$ cat src/rtl/rr_arbiter8_pkg.sv
// Shared constants and types for the 8-way round-robin arbiter.
package rr_arbiter8_pkg;

    // Number of requesters and width of an index into them.
    localparam int N_REQ = 8;
    localparam int SEL_W = 3;

    // Arbiter FSM states. IDLE means nobody owns the resource.
    typedef enum logic {
        ST_IDLE  = 1'b0,
        ST_GRANT = 1'b1
    } arb_state_e;

    // Index that follows i in the circular search order (7 wraps to 0).
    function automatic logic [SEL_W-1:0] next_idx(input logic [SEL_W-1:0] i);
        return i + 1'b1;
    endfunction

endpackage

$ cat src/rtl/rr_arbiter8_if.sv
// Request/grant bundle between the requesting units and the arbiter.
//
// Handshake: a requester holds req[k] high for as long as it wants the
// resource; it owns the resource in every cycle where gnt[k] is high.
// There is no separate acknowledge -- dropping req[k] is the release, and
// the arbiter may move the grant elsewhere at that same edge.
interface rr_arbiter8_if;
    import rr_arbiter8_pkg::*;

    logic [N_REQ-1:0] req;
    logic [N_REQ-1:0] gnt;
    logic [SEL_W-1:0] sel;
    logic             busy;
    logic             preempt;

    // Requesting side drives req and observes the arbitration result.
    modport master (
        output req,
        input  gnt,
        input  sel,
        input  busy,
        input  preempt
    );

    // Arbiter side.
    modport slave (
        input  req,
        output gnt,
        output sel,
        output busy,
        output preempt
    );

endinterface

$ cat src/rtl/DMux8Way.sv
// 1-to-8 demultiplexer: routes `in` to the output selected by sel, all
// other outputs are 0.
module DMux8Way (
    input  logic       in,
    input  logic [2:0] sel,
    output logic       a,
    output logic       b,
    output logic       c,
    output logic       d,
    output logic       e,
    output logic       f,
    output logic       g,
    output logic       h
);

    // Plain decode of sel gated by in.
    always_comb begin
        a = in & (sel == 3'd0);
        b = in & (sel == 3'd1);
        c = in & (sel == 3'd2);
        d = in & (sel == 3'd3);
        e = in & (sel == 3'd4);
        f = in & (sel == 3'd5);
        g = in & (sel == 3'd6);
        h = in & (sel == 3'd7);
    end

endmodule

$ cat src/rtl/rr_pick8.sv
// Combinational round-robin search: first set request bit starting at
// `start` and wrapping 7 -> 0. With mask_self set, the bit just before
// start (the current owner) is skipped so only competitors are found.
module rr_pick8
    import rr_arbiter8_pkg::*;
(
    input  logic [N_REQ-1:0] req,
    input  logic             mask_self,
    input  logic [SEL_W-1:0] start,
    output logic             found,
    output logic [SEL_W-1:0] idx
);

    logic [SEL_W-1:0] cand;
    logic [SEL_W-1:0] self_idx;

    // Walk the eight positions in search order and keep the first hit.
    always_comb begin
        found    = 1'b0;
        idx      = start;
        cand     = start;
        self_idx = start - 1'b1;
        for (int i = 0; i < N_REQ; i++) begin
            cand = start + SEL_W'(i);
            if (!found && req[cand] && !(mask_self && (cand == self_idx))) begin
                found = 1'b1;
                idx   = cand;
            end
        end
    end

endmodule

$ cat src/rtl/rr_arbiter8.sv
// 8-way round-robin arbiter with a bounded hold time per owner.
//
// The owner keeps the grant while it requests. If a competitor is waiting,
// the owner is preempted after MAX_HOLD consecutive cycles and drops to the
// lowest priority. Release hands over at the same edge (no idle bubble).
// sel/busy are registered; gnt is their one-hot decode, so all outputs
// change only at the clock edge.
module rr_arbiter8
    import rr_arbiter8_pkg::*;
#(
    parameter int MAX_HOLD = 8,   // 1..255
    parameter int CNT_W    = 8    // 2**CNT_W > MAX_HOLD
) (
    input  logic                clk,
    input  logic                reset,
    rr_arbiter8_if.slave        bus,
    output arb_state_e          dbg_state
);

    // Last hold_cnt value an owner may reach before a competitor takes over.
    localparam logic [CNT_W-1:0] HOLD_LIM = CNT_W'(MAX_HOLD - 1);

    arb_state_e       state_q, state_d;
    logic [SEL_W-1:0] sel_q, sel_d;
    logic [SEL_W-1:0] last_q, last_d;
    logic [CNT_W-1:0] hold_cnt_q, hold_cnt_d;
    logic             preempt_q, preempt_d;

    logic             pick_found;
    logic [SEL_W-1:0] pick_idx;
    logic             busy;
    logic [N_REQ-1:0] gnt_w;

    // In GRANT last == sel, so searching from last+1 with the owner masked
    // finds the next competitor; in IDLE the same search finds the next
    // requester after the most recent owner (requester 0 after reset).
    rr_pick8 u_pick (
        .req       (bus.req),
        .mask_self (state_q == ST_GRANT),
        .start     (next_idx(last_q)),
        .found     (pick_found),
        .idx       (pick_idx)
    );

    // Next-state logic for ownership, hold counter and preempt pulse.
    always_comb begin
        state_d    = state_q;
        sel_d      = sel_q;
        last_d     = last_q;
        hold_cnt_d = hold_cnt_q;
        preempt_d  = 1'b0;

        case (state_q)
            ST_IDLE: begin
                if (pick_found) begin
                    state_d    = ST_GRANT;
                    sel_d      = pick_idx;
                    last_d     = pick_idx;
                    hold_cnt_d = '0;
                end
            end

            ST_GRANT: begin
                if (!bus.req[sel_q]) begin
                    // Release: hand over directly, or go idle keeping sel.
                    hold_cnt_d = '0;
                    if (pick_found) begin
                        sel_d  = pick_idx;
                        last_d = pick_idx;
                    end else begin
                        state_d = ST_IDLE;
                    end
                end else if (!pick_found) begin
                    // Uncontended: keep the grant, counter saturates so a
                    // later competitor still has to wait at most one cycle.
                    if (hold_cnt_q != HOLD_LIM) begin
                        hold_cnt_d = hold_cnt_q + 1'b1;
                    end
                end else if (hold_cnt_q == HOLD_LIM) begin
                    // Contended and out of time: rotate to the competitor.
                    sel_d      = pick_idx;
                    last_d     = pick_idx;
                    hold_cnt_d = '0;
                    preempt_d  = 1'b1;
                end else begin
                    hold_cnt_d = hold_cnt_q + 1'b1;
                end
            end

            default: begin
                state_d = ST_IDLE;
            end
        endcase
    end

    // State registers with synchronous reset; reset drops any grant at once.
    always_ff @(posedge clk) begin
        if (reset) begin
            state_q    <= ST_IDLE;
            sel_q      <= '0;
            last_q     <= SEL_W'(N_REQ - 1);
            hold_cnt_q <= '0;
            preempt_q  <= 1'b0;
        end else begin
            state_q    <= state_d;
            sel_q      <= sel_d;
            last_q     <= last_d;
            hold_cnt_q <= hold_cnt_d;
            preempt_q  <= preempt_d;
        end
    end

    assign busy = (state_q == ST_GRANT);

    // One-hot grant: busy steered to the owner's line.
    DMux8Way u_dmux (
        .in  (busy),
        .sel (sel_q),
        .a   (gnt_w[0]),
        .b   (gnt_w[1]),
        .c   (gnt_w[2]),
        .d   (gnt_w[3]),
        .e   (gnt_w[4]),
        .f   (gnt_w[5]),
        .g   (gnt_w[6]),
        .h   (gnt_w[7])
    );

    assign bus.gnt     = gnt_w;
    assign bus.sel     = sel_q;
    assign bus.busy    = busy;
    assign bus.preempt = preempt_q;
    assign dbg_state   = state_q;

endmodule
$ cat src/flat_wrapper.sv
// flat-port wrapper written by rule: the top's interface ports become plain ports
module rr_arbiter8_flat import rr_arbiter8_pkg::*;
#(
    parameter int MAX_HOLD = 8,            
    parameter int CNT_W    = 8                          
)
  (clk, reset, dbg_state, bus_req, bus_gnt, bus_sel, bus_busy, bus_preempt);
  rr_arbiter8_if bus_i ();
  input  logic clk;
  input  logic reset;
  output arb_state_e dbg_state;
  input wire logic [$bits(bus_i.req)-1:0] bus_req;
  output wire logic [$bits(bus_i.gnt)-1:0] bus_gnt;
  output wire logic [$bits(bus_i.sel)-1:0] bus_sel;
  output wire logic [$bits(bus_i.busy)-1:0] bus_busy;
  output wire logic [$bits(bus_i.preempt)-1:0] bus_preempt;
  assign bus_i.req = bus_req;
  assign bus_gnt = bus_i.gnt;
  assign bus_sel = bus_i.sel;
  assign bus_busy = bus_i.busy;
  assign bus_preempt = bus_i.preempt;
  rr_arbiter8 #(.MAX_HOLD(MAX_HOLD), .CNT_W(CNT_W)) u_core (.clk(clk), .reset(reset), .bus(bus_i), .dbg_state(dbg_state));
endmodule
$ cat config.mk
export PLATFORM = sky130hd
export DESIGN_NAME = rr_arbiter8_flat
export DESIGN_NICKNAME = d
export VERILOG_FILES = /design/src/rtl/rr_arbiter8_pkg.sv /design/src/rtl/rr_arbiter8_if.sv /design/src/rtl/DMux8Way.sv /design/src/rtl/rr_pick8.sv /design/src/rtl/rr_arbiter8.sv /design/src/flat_wrapper.sv
export SDC_FILE = /design/constraint.sdc
export NUM_CORES = 1
export LEC_CHECK = 0
export CAP_MARGIN = 20
export CORE_ASPECT_RATIO = 1.4
export CORE_MARGIN = 3
export CORE_UTILIZATION = 30
export CTS_CLUSTER_SIZE = 24
export DETAILED_ROUTE_END_ITERATION = 6
export HOLD_SLACK_MARGIN = 0.03
export PLACE_DENSITY = 0.61
export SETUP_SLACK_MARGIN = 0.1
export SYNTH_ARGS = -nofsm -noshare
export SYNTH_HDL_FRONTEND = slang
export SYNTH_HIERARCHICAL = 1
export SYNTH_SLANG_ARGS = --single-unit
$ cat constraint.sdc
create_clock -name clk -period 3.42 [get_ports clk]
set_input_delay 0.342 -clock clk [delete_from_list [all_inputs] [get_ports clk]]
set_output_delay 0.342 -clock clk [all_outputs]
set_load 0.005 [all_outputs]
==> results of run 1 <==
## layer usage
layer / part of all wire (%) / global-route usage, % / vias to the layer above
li1: - / - / 925
met3: 3.6 / 1.597 / 16
met2: 53 / 26.02 / 58
met5: 0 / 0 / -
met1: 40 / 17.17 / 922
met4: 3.2 / 6.974 / 0
## tightest hold or removal path, delay by kind of cell (launching register included)
family	cells	cell delay, ns
flip-flops	1	0.33
AO/OA/AOI/OAI	1	0.05
AND/OR/NAND/NOR	1	0.09
## worst paths after layout
kind / endpoint / slack (ns) / cells past startpoint
max: u_core/hold_cnt_q[1] / 0.26 / 10
min: u_core/hold_cnt_q[1] / 0.51 / 2
max reg2reg: u_core/hold_cnt_q[1] / 0.26 / 10
min reg2reg: u_core/hold_cnt_q[1] / 0.51 / 2
## cell type report
class	instances	area, um2	area share [%]
Clock buffer	4	55.05	2.311
Inverter	10	42.54	1.786
Multi-Input combinational cell	182	1526	64.08
Sequential cell	16	320.3	13.45
Tap cell	70	87.58	3.676
Timing Repair Buffer	39	350.3	14.71
## flip-flops by register name, indices dropped and copies added, names as in the netlist
name,count
u_core/bus.sel,3
u_core/hold_cnt_q,8
u_core/last_q,3
u_core/bus.busy,1
u_core/bus.preempt,1
## cell usage in the layout (no fill, tap or decap), types with 3 or more instances in the layout
cell type and n:
sky130_fd_sc_hd__mux2i_4 3, sky130_fd_sc_hd__inv_1 9, sky130_fd_sc_hd__ha_1 3, sky130_fd_sc_hd__clkbuf_8 4, sky130_fd_sc_hd__nor3b_1 4, sky130_fd_sc_hd__buf_4 16, sky130_fd_sc_hd__a31oi_1 3, sky130_fd_sc_hd__nand3_1 16
sky130_fd_sc_hd__mux4_2 8, sky130_fd_sc_hd__a21oi_1 3, sky130_fd_sc_hd__and2_1 3, sky130_fd_sc_hd__a21o_1 3, sky130_fd_sc_hd__nor2_1 12, sky130_fd_sc_hd__mux2i_1 15, sky130_fd_sc_hd__o221ai_1 3, sky130_fd_sc_hd__or3_1 4
sky130_fd_sc_hd__xnor2_1 3, sky130_fd_sc_hd__dfxtp_1 16, sky130_fd_sc_hd__a22oi_1 4, sky130_fd_sc_hd__nor3_1 6, sky130_fd_sc_hd__clkdlybuf4s50_1 23, sky130_fd_sc_hd__a32oi_1 3, sky130_fd_sc_hd__nand2_1 24, sky130_fd_sc_hd__o211ai_1 4
sky130_fd_sc_hd__a221oi_1 3
## metrics by stage
stage	std cells	cell area [um2]	setup WS, ns	util, %	hold slack [ns]
final	321	2382	0.2584	39.52	0.5148
after global routing	321	2382	0.1030	39.52	0.5485
after CTS	319	2359	0.1129	39.12	0.5179
after detailed placement	315	2303	0.1323	38.21	0.5084
after global placement	315	2303	0.1731	38.21	0.5014
after floorplan	220	1966	0.1356	-	0.4756
## cell families (layout without fill, tap and decap cells)
group	Yosys count	count (layout)	synth area share [%]
buf+inv	22	53	6.038
mux	29	29	22.60
xor+xnor	6	6	3.702
flops	16	16	16.62
simple gates	92	92	27.01
compound gates	50	50	20.78
fa+ha+maj	5	5	3.247
## repair_timing
item                                    CTS  global route
buffers inserted                          0             2
endpoints found under the setup margin    0             8
gates resized for setup                   0             2
==> reports/summary.md, run 1 <==
### Outcome
- **result of the run** complete, no violations

### Placed design
- **placed wire-length estimate** 4060 um
- **final weighted congestion in routability-driven placement** 0.9153
- **Port Buffer Count** 23

### STA
- **fin. max-slew vios** 0
- **unrepaired setup endpoints after global routing** no
- **crit path time final** 3.162 ns
- **Relative slew margins** 59.71%
- **final period utilization** 92.45%
- **Fin Clk Skew** 0.002800 ns
- **maximum achievable frequency** 0.3163 GHz
- **total of endpoints with negative setup slack in the final report** 0
- **slew of the pin with the lowest slew margin** 0.5998 ns
- **setup total negative slack** 0 ns
- **Hold Vio Cnt, Final** 0

### GRT
- **number of antenna violations at the first check in global routing** 0
- **total overflow reported by the global router** 0
- **first-pass GRT wire length** 8735 um
- **via count of the first global-routing pass** 1,813
- **global routing usage summed across all routing layers** 14.69%
- **pin count of the biggest net entering global routing** 19

### Synth
- **ys async rst share** 0%
- **Distinct cells, synth** 64
- **main flop type after synthesis** sky130_fd_sc_hd__dfxtp_1
- **proportion of synthesized chip area in sequential cells** 16.62%
- **most used standard cell by instance count after synthesis** sky130_fd_sc_hd__nand2_1
- **mean post-synth cell area** 8.758 um2
- **number of enable flip-flop cells after synthesis** 0
- **post-synthesis instance area** 1927 um2
- **cell types with the highest counts after synthesis** sky130_fd_sc_hd__nand2_1, sky130_fd_sc_hd__nand3_1, sky130_fd_sc_hd__dfxtp_1
- **Synthesized Nets** 235
- **largest cells by area after synthesis** sky130_fd_sc_hd__dfxtp_1, sky130_fd_sc_hd__mux4_2, sky130_fd_sc_hd__mux2i_1
- **#FFs+latches synth** 16
- **portion of synthesized cell area occupied by the leading cell type** 16.62%
- **Synth warnings** 6
- **top cell type by total area after synthesis** sky130_fd_sc_hd__dfxtp_1
- **cell count after synthesis** 220

### Clock network
- **count of clock tree sinks** 16
- **clock slew seen by the registers of the worst setup and hold paths** 0.06 ns
- **master cell of the clock root buffer** sky130_fd_sc_hd__clkbuf_8
- **clock tree from TritonCTS** built
- **insertion delay to the later sink of the worst-skew pair** 0.25 ns
- **maximum clock insertion buffer count** 2
- **Inserted Clock Buffers** 3
- **CTS hold repair buffers** 0
- **total number of H-tree levels** 1

### Worst hold path
- **HP Class** reg2reg
- **hold wc startpoint** u_core/hold_cnt_q[1]

### Layout
- **Final nets** 267
- **number of antenna cells inserted** 0
- **layout cell share with drive strength beyond 1** 21.51%
- **Area Overhead vs Synth** 23.64%
- **number of filler cells placed in the layout** 601

### Worst setup path
- **Buf/Inv on CP** 2
- **timing startpoint of the critical path** u_core/last_q[0]
- **critical path's largest stage delay** 0.57 ns
- **critical path start-end classification** reg2reg
- **nature of the critical path endpoint** register
- **start of the worst register-to-register path** u_core/last_q[0]
- **startpoint type of the worst setup path** register
- **largest fanout of any net on the critical path** 7
- **Top delay family on crit path** simple AND/OR/NAND/NOR gates
- **Slowest-stage cell, CP** sky130_fd_sc_hd__or4_4
- **critical path required time** 3.60 ns
- **CP dominant cell by count** sky130_fd_sc_hd__ha_4
- **cells traversed along the worst timing path** ha_4 -> clkinv_4 -> ha_4 -> buf_4 -> mux4_2 -> mux2_2 -> or4_4 -> or3b_1 -> a21o_1 -> a21oi_2
- **arrival time worst endpoint** 3.35 ns

### Die
- **Die Y** 100.8 um
- **Placeable Area** 6028 um2
- **overall die area** 7434 um2
- **horizontal die dimension** 73.73 um
- **number of placement rows** 33
- **effective utilization at floorplan** 31.96%
- **Ports** 24

### Drt
- **number of DRC violations after detailed routing** 0
- **antenna-violating nets left** 0
- **number of DRC violations after detailed-routing iteration 0** 95
- **Detailed Routing Iterations Pass 1** 4
- **Routed WL per cell** 16.44 um
- **Routed Wire Length** 5277 um
- **via density per instance** 5.984
- **via count** 1,921

### Job
- **number of maximum-capacitance violations** 0

Power of run 1 is left out: the tool's default activity adds up to more than one toggle a clock period on the data nets, which glitch-free logic cannot reach.
==> inputs of run 2 (changes only) <==
Settings changed: CAP_MARGIN 20 to not set, SLEW_MARGIN set to 20.
==> results of run 2 <==
Final layout, timing and power as in run 1 (identical DEF).
Power of run 2 is left out for the same reason.
==> variant 1 (flow settings as in run 2) <==
Register the output `dbg_state` once more; this adds one clock of latency there. The other outputs are not delayed to match.
--- a/src/rtl/rr_arbiter8.sv
+++ b/src/rtl/rr_arbiter8.sv
@@ -131,5 +131,7 @@
     assign bus.busy    = busy;
     assign bus.preempt = preempt_q;
-    assign dbg_state   = state_q;
+    always_ff @(posedge clk) begin
+        dbg_state <= state_q;
+    end
 
 endmodule
Function: changed (a bounded check fails within 4 cycles, from zero or initial values and one cycle with reset high).
==> variant 1 against run 2 <==
Synthesized cell count is 3.2% lower. Final cell count is 2.8% lower. Synthesized area is 2.3% higher. Wire length is 1.8% higher. Worst setup slack worse by 0.039 ns. Final area is 1.9% higher. Largest cell class unchanged. Maximum frequency is 1.2% lower. Sequential share of layout area is 0.58 points higher. Critical endpoint is now u_core/hold_cnt_q[5]$_SDFFE_PP0P_. First-iteration DRC count is 22% higher. Sequential cell count is 1 higher. Critical path type unchanged. Critical path depth is 2 higher. Core utilization is 0.97 points lower.
Power is left out: the tool's default activity adds up to more than one toggle a clock period on the data nets, which glitch-free logic cannot reach.
==> variant 1: results (changes against run 2) <==
Drt
  – Initial DRC count: 116 (was 95)
  – M1 WL: 2.185 mm (was 2.109 mm)
  – WL final: 5.373 mm (was 5.277 mm)
  – Met3 WL: 218 um (was 190 um)
  – Top sig layer: met4 (unchanged)
  – Vias: 1922 (was 1921)
  – Number of vias per cell: 6.160 (was 5.984)
  – Met2 wire length: 2.825 mm (was 2.805 mm)

Worst setup path
  – FF-to-FF End: u_core/hold_cnt_q[5]$_SDFFE_PP0P_ (was u_core/hold_cnt_q[1]$_SDFFE_PP0P_)
  – Worst Setup EP: u_core/hold_cnt_q[5]$_SDFFE_PP0P_ (was u_core/hold_cnt_q[1]$_SDFFE_PP0P_)
  – Crit-path max FO: 16 (was 7)
  – CP max stage delay: 0.56 ns
  – Worst Reg-to-Reg Cells: 12 (was 10)
  – CP top delay family: compound AO/OA/AOI/OAI gates (was simple AND/OR/NAND/NOR gates)

Synthesis
  – Cell variety after synth: 70 (was 64)
  – YS warnings: 6 (unchanged)
  – Synthesized Nets: 228 (was 235)
  – Mapped Cells: 213 (was 220)
  – Post-synth top cells: nand2_1 (22), dfxtp_1 (17), nand3_1 (12), mux2i_1 (11), inv_1 (10) (was nand2_1 (24), nand3_1 (17), dfxtp_1 (16), mux2i_1 (15), nor2_1 (13))
  – Seq/Total Area, Yosys: 17.27% (was 16.62%)
  – Top post-synthesis cells by area: dfxtp_1 (17%), mux4_2 (9.1%), mux2i_1 (5.6%) (was dfxtp_1 (17%), mux4_2 (9.4%), mux2i_1 (7.8%))

Min path
  – Hold EP: u_core/last_q[2]$_SDFFE_PP1P_ (was u_core/hold_cnt_q[1]$_SDFFE_PP0P_)
  – Hold depth: 2 (unchanged)
  – HP Start: u_core/last_q[2]$_SDFFE_PP1P_ (was u_core/hold_cnt_q[1]$_SDFFE_PP0P_)

Layout
  – Nets: 256 (was 267)
  – Fraction of layout cells with a size suffix above 1: 23.33% (was 21.51%)
  – Antenna diodes: 0 (unchanged)
  – Fillers: 629 (was 601)

Placed design
  – Dpl cells: 306 (was 315)
  – Placer Congestion: 0.8608 (was 0.9153)
  – Placement Setup Slack: 0.09586 ns (was 0.1323 ns)
  – Post-detail-place hpwl: 4.019 mm (was 4.060 mm)

Status
  – Run status: complete, no violations (unchanged)

Global route
  – M3 GR Usage: 1.378% (was 1.597%)
  – Global-route wire length before repair: 8.618 mm (was 8.735 mm)
  – M1 GR Usage: 16.95% (was 17.17%)
  – GRT Total Usage: 13.93% (was 14.69%)
  – M2 GR Usage: 24.37% (was 26.02%)
  – Largest net degree at the start of global routing: 24 (was 19)

Clock tree
  – Post-cts resize count: 1 (was 0)
  – Setup repair bufs after CTS: 0 (unchanged)
  – Root Driver: clkbuf_8 (unchanged)
  – CTS max path bufs: 2 (unchanged)
  – CTS H-Tree Depth: 1 (unchanged)

Timing
  – Slew @ Worst Pin: 0.4549 ns (was 0.5998 ns)
  – Final WS setup: 0.2196 ns (was 0.2584 ns)
  – Clock Skew: 0.001516 ns (was 0.002800 ns)
variant 1: metrics by stage:
| stage | hold slack [ns] | instance area [um2] |
|---|---|---|
| global placement | 0.5035 | 2316 |
| global route | 0.5508 | 2427 |
| floorplan | 0.4748 | 1992 |
| detailed placement | 0.5079 | 2316 |
| finish | 0.5196 | 2427 |
| CTS | 0.5193 | 2365 |
variant 1: final cells by class:
type                    instances  area share (%)
multi-input cells             173           65.31
flip-flops and latches         17           14.02
repair buffers                 35           13.35
well taps                      72           3.711
clock buffers                   4           1.856
inverters                      11           1.753
variant 1: cells by family (layout without fill, tap and decap cells):
group / Yosys count / after routing / share of synthesized area [%]
buf+inv: 23 / 50 / 5.714
fa+ha+maj: 5 / 5 / 3.175
mux: 28 / 28 / 23.49
flops: 17 / 17 / 17.27
xor+xnor: 6 / 6 / 3.620
compound gates: 56 / 56 / 22.98
simple gates: 78 / 78 / 23.75
==> variant 2 (config.mk and constraints of run 2) <==
Made on the original files. `CNT_W` is set to 8 in 2 places; all go to 9.
--- a/src/rtl/rr_arbiter8.sv
+++ b/src/rtl/rr_arbiter8.sv
@@ -10,5 +10,5 @@
 #(
     parameter int MAX_HOLD = 8,   // 1..255
-    parameter int CNT_W    = 8    // 2**CNT_W > MAX_HOLD
+    parameter int CNT_W    = 9    // 2**CNT_W > MAX_HOLD
 ) (
     input  logic                clk,
--- a/src/flat_wrapper.sv
+++ b/src/flat_wrapper.sv
@@ -3,5 +3,5 @@
 #(
     parameter int MAX_HOLD = 8,            
-    parameter int CNT_W    = 8                          
+    parameter int CNT_W    = 9                          
 )
   (clk, reset, dbg_state, bus_req, bus_gnt, bus_sel, bus_busy, bus_preempt);
Function: no difference found for any inputs over 10 cycles, from zero or initial values and one cycle with reset high; that may be too few to reach the edited logic, so the function may still have changed.
==> variant 2 against run 2 <==
Wire length is 5.8% higher. Worst setup slack worse by 0.073 ns. Critical path type unchanged. Synthesized area is 5.9% higher. Critical path depth is 2 higher. Clock skew hardly changed. Sequential cell count is 1 higher. Final area is 6.7% higher.
Power is left out: the tool's default activity adds up to more than one toggle a clock period on the data nets, which glitch-free logic cannot reach.
==> variant 2: results (changes against run 2) <==
Status
  – Run status: complete, no violations (unchanged)

Global route
  – M2 GR Usage: 25.71% (was 26.02%)
  – Global-route wire length before repair: 9.418 mm (was 8.735 mm)
  – M1 GR Usage: 18.81% (was 17.17%)
  – Vias in the first global route: 1869 (was 1813)
  – GRT Total Usage: 14.69% (about the same)
  – Largest net degree at the start of global routing: 22 (was 19)
  – M3 GR Usage: 2.422% (was 1.597%)

Worst setup path
  – CP max stage delay: 0.59 ns (was 0.57 ns)
  – FF-to-FF End: u_core/hold_cnt_q[2]$_SDFFE_PP0P_ (was u_core/hold_cnt_q[1]$_SDFFE_PP0P_)
  – Worst path arrival time: 3.42 ns (was 3.35 ns)
  – Crit-path max FO: 8 (was 7)
  – Worst Reg-to-Reg Cells: 12 (was 10)
  – Crit path from: u_core/last_q[0]$_SDFFE_PP1P_ (unchanged)

Layout
  – Fillers: 635 (was 601)
  – Nets: 271 (was 267)
  – Fraction of layout cells with a size suffix above 1: 25.88% (was 21.51%)
  – Antenna diodes: 0 (unchanged)
  – Max FFs per register: 9 (was 8)

Clock tree
  – Clk Latency, worst-skew pair: 0.25 ns (about the same)
  – Clock Pin Slew Worst Setup and Hold Paths: 0.07 ns

Drt
  – M1 WL: 2.324 mm (was 2.109 mm)
  – WL/cell: 16.18 um (was 16.44 um)
  – Met2 wire length: 2.969 mm (was 2.805 mm)
  – Initial DRC count: 168 (was 95)
  – Met3 WL: 206 um (was 190 um)
  – Vias: 2016 (was 1921)

Min path
  – Hold EP: u_core/last_q[1]$_SDFFE_PP1P_ (was u_core/hold_cnt_q[1]$_SDFFE_PP0P_)
  – HP Start: u_core/last_q[1]$_SDFFE_PP1P_ (was u_core/hold_cnt_q[1]$_SDFFE_PP0P_)

Synthesis
  – Post-synth top cells: nand2_1 (24), dfxtp_1 (17), nand3_1 (11) (was nand2_1 (24), nand3_1 (17), dfxtp_1 (16), mux2i_1 (15), nor2_1 (13))
  – Synthesized Nets: 239 (was 235)
  – Seq/Total Area, Yosys: 16.68% (was 16.62%)
  – Ys flop type: dfxtp_1 (unchanged)
  – Cell variety after synth: 67 (was 64)
  – Top post-synthesis cells by area: dfxtp_1 (17%), mux4_2 (11%), mux2i_1 (4.9%) (was dfxtp_1 (17%), mux4_2 (9.4%), mux2i_1 (7.8%))

Placed design
  – Placement Setup Slack: 0.1015 ns (was 0.1323 ns)
  – Post-detail-place hpwl: 4.212 mm (was 4.060 mm)
  – Placer Congestion: 0.9801 (was 0.9153)

Timing
  – Minimum clock period: 3.234 ns (was 3.162 ns)
  – Clock Skew: 0.002916 ns (was 0.002800 ns)
  – Slew margin rel.: 58.90% (was 59.71%)
variant 2: kinds of logic (layout without fill, tap and decap cells):
| family | after synthesis | count (layout) | synth area share [%] |
|---|---|---|---|
| multiplexers | 28 | 28 | 22.93 |
| adder cells (fa/ha/maj) | 5 | 5 | 3.066 |
| XOR/XNOR | 5 | 5 | 3.066 |
| flip-flops | 17 | 17 | 16.68 |
| AO/OA/AOI/OAI | 60 | 60 | 23.36 |
| AND/OR/NAND/NOR | 86 | 86 | 24.95 |
| buffers and inverters | 23 | 54 | 5.947 |
variant 2: repair_timing:
action | CTS | global route
endpoints found under the setup margin | 1 | 5
buffers inserted | 0 | 4
pin swaps | 0 | 3
gates resized for setup | 1 | 12
variant 2: area by class of cell:
cell class                 count  share of cell area [%]
clock buffer                   3                   1.624
clock inverter                 1                  0.1969
inverter                      12                   2.018
multi-input combinational    184                   64.22
sequential                    17                   13.39
tap                           90                   4.429
timing repair buffer          38                   14.12
variant 2: worst max-delay path by stage:
stage | cells after the start | end
final | 12 | u_core/hold_cnt_q[2]$_SDFFE_PP0P_
after detailed placement | 12 | u_core/hold_cnt_q[2]$_SDFFE_PP0P_
after CTS | 12 | u_core/hold_cnt_q[2]$_SDFFE_PP0P_
after floorplan | 11 | u_core/hold_cnt_q[2]$_SDFFE_PP0P_
after global placement | 9 | u_core/hold_cnt_q[2]$_SDFFE_PP0P_
after global routing | 12 | u_core/hold_cnt_q[2]$_SDFFE_PP0P_
variant 2: per-stage QoR:
stage	cell area, um2	utilization (%)	hold WS [ns]	std cells
finish	2542	39.58	0.5094	345
global route	2542	39.58	0.5318	345
CTS	2471	38.47	0.5144	341
detailed placement	2422	37.71	0.4955	337
global placement	2422	37.71	0.4982	337
floorplan	2061	-	0.4739	224
